<file path="src/rtl/daq_cmd_sequencer.sv">
// Fast-command sequencer: decodes DAQ opcodes into channel enables and a time-reset
// pulse, and logs every accepted command into a FIFO read and acknowledged by the HPS.
module daq_cmd_sequencer #(
    parameter int unsigned N_CHAN     = 4,
    parameter int unsigned FIFO_DEPTH = 8,
    parameter int unsigned RST_PULSE  = 4
) (
    input  logic                          clk_50,
    input  logic                          rst,
    input  logic [3:0]                    cmd_code,
    input  logic [N_CHAN-1:0]             cmd_chan_mask,
    input  logic                          h2f_ack_cmd,
    output logic                          enable_acq,
    output logic [N_CHAN-1:0]             chan_en,
    output logic                          rst_time,
    output logic                          f2h_notify_cmd,
    output logic [3:0]                    cmd_code_mem,
    output logic [$clog2(FIFO_DEPTH):0]   cmd_fifo_level,
    output logic                          cmd_overflow
);

    localparam int unsigned PTR_W = $clog2(FIFO_DEPTH);
    localparam int unsigned LVL_W = PTR_W + 1;
    localparam int unsigned CNT_W = $clog2(RST_PULSE + 1);

    localparam logic [3:0] OP_RESET_DIF  = 4'h0;
    localparam logic [3:0] OP_RESET_BCID = 4'h1;
    localparam logic [3:0] OP_START      = 4'h2;
    localparam logic [3:0] OP_RAMFULL    = 4'h3;
    localparam logic [3:0] OP_STOP       = 4'h5;
    localparam logic [3:0] OP_IDLE       = 4'hE;

    typedef enum logic [1:0] {
        S_RESETTING = 2'd0,
        S_STOPPED   = 2'd1,
        S_RUNNING   = 2'd2
    } state_t;

    state_t             state_q;
    logic [CNT_W-1:0]   cnt_q;
    logic [N_CHAN-1:0]  chan_en_q;
    logic               enable_acq_q;
    logic               rst_time_q;

    logic [3:0]         cmd_prev_q;
    logic               ack_prev_q;
    logic [3:0]         mem_q [FIFO_DEPTH];
    logic [PTR_W-1:0]   wr_ptr_q, wr_ptr_d;
    logic [PTR_W-1:0]   rd_ptr_q, rd_ptr_d;
    logic [LVL_W-1:0]   level_q, level_d;
    logic [3:0]         head_q, head_d;
    logic               notify_q;
    logic               overflow_q;

    logic               cmd_event;
    logic               is_reset_cmd;
    logic               pop_ok;
    logic               push_ok;
    logic               drop;
    logic               fifo_full;

    // Event detection and log FIFO next-state
    always_comb begin
        cmd_event    = (cmd_code != cmd_prev_q) && (cmd_code != OP_IDLE);
        is_reset_cmd = cmd_event && ((cmd_code == OP_RESET_DIF) || (cmd_code == OP_RESET_BCID));
        fifo_full    = (level_q == LVL_W'(FIFO_DEPTH));
        pop_ok       = h2f_ack_cmd && !ack_prev_q && (level_q != '0);
        push_ok      = cmd_event && (!fifo_full || pop_ok);
        drop         = cmd_event && fifo_full && !pop_ok;
        wr_ptr_d     = push_ok ? wr_ptr_q + 1'b1 : wr_ptr_q;
        rd_ptr_d     = pop_ok  ? rd_ptr_q + 1'b1 : rd_ptr_q;
        level_d      = level_q;
        if (push_ok && !pop_ok) begin
            level_d = level_q + 1'b1;
        end else if (pop_ok && !push_ok) begin
            level_d = level_q - 1'b1;
        end
        // The new head may be the entry being written this cycle
        if (level_d == '0) begin
            head_d = OP_IDLE;
        end else if (push_ok && (wr_ptr_q == rd_ptr_d)) begin
            head_d = cmd_code;
        end else begin
            head_d = mem_q[rd_ptr_d];
        end
    end

    // Control FSM with registered enables and time-reset pulse
    always_ff @(posedge clk_50) begin
        if (rst) begin
            state_q      <= S_RESETTING;
            cnt_q        <= CNT_W'(RST_PULSE - 1);
            rst_time_q   <= 1'b1;
            chan_en_q    <= '0;
            enable_acq_q <= 1'b0;
        end else if (is_reset_cmd) begin
            state_q      <= S_RESETTING;
            cnt_q        <= CNT_W'(RST_PULSE - 1);
            rst_time_q   <= 1'b1;
            chan_en_q    <= '0;
            enable_acq_q <= 1'b0;
        end else begin
            case (state_q)
                S_RESETTING: begin
                    if (cnt_q == '0) begin
                        state_q    <= S_STOPPED;
                        rst_time_q <= 1'b0;
                    end else begin
                        cnt_q      <= cnt_q - 1'b1;
                        rst_time_q <= 1'b1;
                    end
                end
                S_STOPPED: begin
                    if (cmd_event && (cmd_code == OP_START) && (cmd_chan_mask != '0)) begin
                        state_q      <= S_RUNNING;
                        chan_en_q    <= cmd_chan_mask;
                        enable_acq_q <= 1'b1;
                    end
                end
                S_RUNNING: begin
                    if (cmd_event && ((cmd_code == OP_STOP) || (cmd_code == OP_RAMFULL))) begin
                        state_q      <= S_STOPPED;
                        chan_en_q    <= '0;
                        enable_acq_q <= 1'b0;
                    end
                end
                default: begin
                    state_q      <= S_RESETTING;
                    cnt_q        <= CNT_W'(RST_PULSE - 1);
                    rst_time_q   <= 1'b1;
                    chan_en_q    <= '0;
                    enable_acq_q <= 1'b0;
                end
            endcase
        end
    end

    // Log FIFO control and edge-detect history
    always_ff @(posedge clk_50) begin
        if (rst) begin
            cmd_prev_q <= OP_IDLE;
            ack_prev_q <= 1'b0;
            wr_ptr_q   <= '0;
            rd_ptr_q   <= '0;
            level_q    <= '0;
            head_q     <= OP_IDLE;
            notify_q   <= 1'b0;
            overflow_q <= 1'b0;
        end else begin
            cmd_prev_q <= cmd_code;
            ack_prev_q <= h2f_ack_cmd;
            wr_ptr_q   <= wr_ptr_d;
            rd_ptr_q   <= rd_ptr_d;
            level_q    <= level_d;
            head_q     <= head_d;
            notify_q   <= (level_d != '0);
            if (drop) begin
                overflow_q <= 1'b1;
            end
        end
    end

    // Log storage needs no reset: reads are gated by the level
    always_ff @(posedge clk_50) begin
        if (push_ok) begin
            mem_q[wr_ptr_q] <= cmd_code;
        end
    end

    assign enable_acq     = enable_acq_q;
    assign chan_en        = chan_en_q;
    assign rst_time       = rst_time_q;
    assign f2h_notify_cmd = notify_q;
    assign cmd_code_mem   = head_q;
    assign cmd_fifo_level = level_q;
    assign cmd_overflow   = overflow_q;

endmodule

</file>
<file path="config.mk">
export PLATFORM = sky130hd
export DESIGN_NAME = daq_cmd_sequencer
export DESIGN_NICKNAME = d
export VERILOG_FILES = /design/src/rtl/daq_cmd_sequencer.sv
export SDC_FILE = /design/constraint.sdc
export NUM_CORES = 1
export LEC_CHECK = 0
export ABC_CLOCK_PERIOD_IN_PS = 8300
export BUFFER_PORTS_ARGS = -buffer_cell sky130_fd_sc_hd__buf_2
export CORE_ASPECT_RATIO = 0.9
export CORE_UTILIZATION = 63
export CTS_CLUSTER_SIZE = 8
export DETAILED_ROUTE_END_ITERATION = 10
export GPL_TIMING_DRIVEN = 0
export PLACE_DENSITY = 0.9
export SYNTH_ARGS = -nofsm -noshare
export SYNTH_HDL_FRONTEND = slang
export SYNTH_SLANG_ARGS = --single-unit
</file>
<file path="constraint.sdc">
create_clock -name clk_50 -period 8.3 [get_ports clk_50]
set_input_delay 0 -clock clk_50 [delete_from_list [all_inputs] [get_ports clk_50]]
set_output_delay 0 -clock clk_50 [all_outputs]
set_load 0.01 [all_outputs]
</file>
==> results.toml <==
[logic_synthesis]
async_reset_ff_frac = 0
ys_warn_count = 0
synthCells = 235
synth_edf_count = 32
synth_cell_types = 43
syn_area_mm2 = 0.002884
ys.flop_type = "edfxtp_1"
synth.net_count = 256
netlist.area_leader.share = 0.3332
yosys.area.top_type = "edfxtp_1"
synth.area.top_cells = "edfxtp_1, dfxtp_1, mux4_2"
avgSynthCellArea_um2 = 12.27
ys_seq_area_frac = 0.5553
yosys_register_bits = 64

[placed_design]
place_ws_ns = 5.230
portBuffers = 26
hpwl_mm = 3.688
dp.cells = 321
gp_congestion = 0.7672

[die]
die_y_um = 66.19
row_count = 22
core-area_mm2 = 0.004239
ioPinCount = 27
start_util = 0.6803
fp.dieW_um = 73.32
die_area_mm2 = 0.004853

[routing]
vias = 1955
drtAntennaViolNets = 0
drt_iter0_markers = 116
vias_per_cell = 5.683
wire_per_inst_um = 16.03
finalWirelength_mm = 5.514
drc_errors = 0
first_pass_iters = 5

[clocking]
cts-root-buf = "clkbuf_8"
post_cts_resized = 0
cts_tree = "yes"
numCtsBuffers = 9
cts_sinks = 64
clockBufferDepth = 2
cts_setup_buffers = 0
clock_latency_ns = 0.34
path_clk_slew_ns = 0.07
htreeDepth = 3

[sta]
setup_tns_ns = 0
worst_slack_ns = 5.133
fmax_mhz = 315.8
setup_violations = 0
timing.hold.ws_ns = 0.06293
maxSlewHeadroom = 0.2924
fin_skew_ns = 0.006671
finalHoldViolCount = 0
post-route-min-period_ns = 3.167
drv_slew = 0
fin_crit_sh = 0.3815
worst_pin_slew_ns = 1.058
rsz0062_at_grt = "no"

[layout]
drive_above_1_share = 0.2430
syn_to_final_growth_pct = 18.26
final_cells = 344
final_nets = 300
final_util = 0.8046
n_antenna_cell = 0

[setup_path]
r2r_start = "cmd_fifo_level[0]"
crit_fanout = 10
crit_end = "cmd_code_mem[1]"
reg2reg_depth = 9
critPathCaptureType = "register"
startpoint_type = "register"
worstSetupStartpoint = "cmd_fifo_level[0]"
reg2reg_to = "cmd_code_mem[1]"
worstSetupPathType = "register to register"
arrival_ns = 3.39
reg2reg_setup_slack_ns = 5.13
required_ns = 8.52

[power_and_ir_drop]
p_per_area_mw_per_mm2 = 293.6
leakagePower_nw = 1.347
max-vdd-ir-drop_v = 0.0002319

[grt]
grt_usage = 0.2759
grt_pass1_wl_mm = 9.411
grt_max_degree = 16
overflow = 0
antenna_found_initial = 0
grt_pass1_vias = 2046

[status]
status = "completed"

[worst_hold_path]
holdCritPathClass = "primary input to register"

[run]
maxCapViolations = 0
-- power by group --
part	internal [mW]	total (mW)	switching, mW	leakage, nW
combinational	0.127	0.278	0.151	0.672
sequential	0.375	0.398	0.0229	0.556
clock	0.208	0.326	0.117	0.119
total	0.710	1.00	0.291	1.35
-- logic make-up (layout without fill, tap and decap cells) --
group                    count (synthesis)  count (layout)  synth area share
AND/OR/NAND/NOR                         89              89            0.1601
flip-flops                              64              64            0.5553
AO/OA/AOI/OAI                           24              24           0.06204
multiplexers                            21              21            0.1124
buffers and inverters                   15              64           0.02516
XOR/XNOR                                12              12           0.04165
adder cells (fa/ha/maj)                 10              10           0.04338
-- how the worst min path moves through the flow --
stage	startpoint	end	slack, ns	cells after the start
CTS	cmd_code[0]	mem_q[0][0]	0.04	1
floorplan	cmd_code[0]	mem_q[0][0]	0.1	0
finish	cmd_code[0]	mem_q[7][0]	0.06	1
detailed placement	h2f_ack_cmd	ack_prev_q	0.24	2
global placement	h2f_ack_cmd	ack_prev_q	0.24	2
global route	cmd_code[0]	mem_q[7][0]	0.05	1
-- registers in the layout (all words and copies together), names as in the netlist --
| register | flops |
|---|---|
| mem_q | 32 |
| state_q | 2 |
| chan_en | 4 |
| rst_time | 1 |
| f2h_notify_cmd | 1 |
| cmd_code_mem | 4 |
| cmd_fifo_level | 4 |
| wr_ptr_q | 3 |
| cmd_overflow | 1 |
| cmd_prev_q | 4 |
| rd_ptr_q | 3 |
| cnt_q | 3 |
| ack_prev_q | 1 |
| enable_acq | 1 |
-- cells in the final DEF, fill, tap and decap left out, types with 2 or more instances in the layout --
cell	synthesis	final
dfxtp_1	32	32
edfxtp_1	32	32
buf_2	1	27
nor2_1	19	19
nand2_1	17	17
nand3_1	12	12
ha_1	10	10
clkbuf_8	0	10
nor2b_1	8	8
xor2_1	8	8
mux2i_1	8	8
mux4_2	8	8
inv_1	7	7
dlygate4sd3_1	0	7
o21ai_1	6	6
o21ai_0	5	5
a21oi_1	5	5
nand2b_1	4	4
clkbuf_1	4	4
or3_1	4	4
nor3_1	4	4
nor3b_1	4	4
or2_2	4	4
nand3b_1	3	3
mux2_2	3	3
bufinv_16	0	3
buf_6	2	2
xnor2_1	2	2
and2_1	2	2
a22oi_2	2	2
mux2_4	2	2
nor4_1	2	2
o41ai_1	2	2
clkinvlp_4	0	2
-- worst max-delay path: stages (launching register included) --
cell and delay [ns]:
dfxtp_1 0.40, inv_1 0.11, ha_1 0.26, nor3b_1 0.17, nor3b_1 0.30, xor2_1 0.86, mux4_2 0.43, mux2_2 0.28
mux2i_1 0.19, nand2_1 0.07
-- cell usage after synthesis (6+ instances only) --
master    count
nand2_1      17
nor2b_1       8
edfxtp_1     32
o21ai_1       6
inv_1         7
ha_1         10
dfxtp_1      32
mux2i_1       8
nor2_1       19
nand3_1      12
mux4_2        8
xor2_1        8
-- cell type report --
| cell class | instances | area, um2 |
|---|---|---|
| flip-flops and latches | 64 | 1602 |
| multi-input cells | 156 | 1210 |
| fillers | 257 | 828.3 |
| repair buffers | 33 | 200.2 |
| clock buffers | 10 | 137.6 |
| clock inverters | 6 | 113.9 |
| well taps | 60 | 75.07 |
| plain buffers | 8 | 46.29 |
| inverters | 7 | 26.28 |
-- stage by stage --
step / power [mW] / instance area (um2)
global route: 1.058 / 3411
floorplan: 0.6109 / 2884
detailed placement: 0.6778 / 3089
finish: 1.001 / 3411
CTS: 1.006 / 3411
global placement: 0.6637 / 3089
-- per-layer routing --
| metal | GRT usage | up-vias | wire length, um |
|---|---|---|---|
| li1 | - | 946 | - |
| met1 | 0.3237 | 932 | 2341 |
| met2 | 0.4745 | 67 | 2751 |
| met3 | 0.08994 | 10 | 298 |
| met4 | 0.09856 | 0 | 122 |
| met5 | 0 | - | 0 |
-- repair_timing --
item,in CTS,in global routing
setup endpoints to repair,0,0
hold buffers,7,0
hold endpoints to repair,21,0
Power figures use the tool's default switching activity.
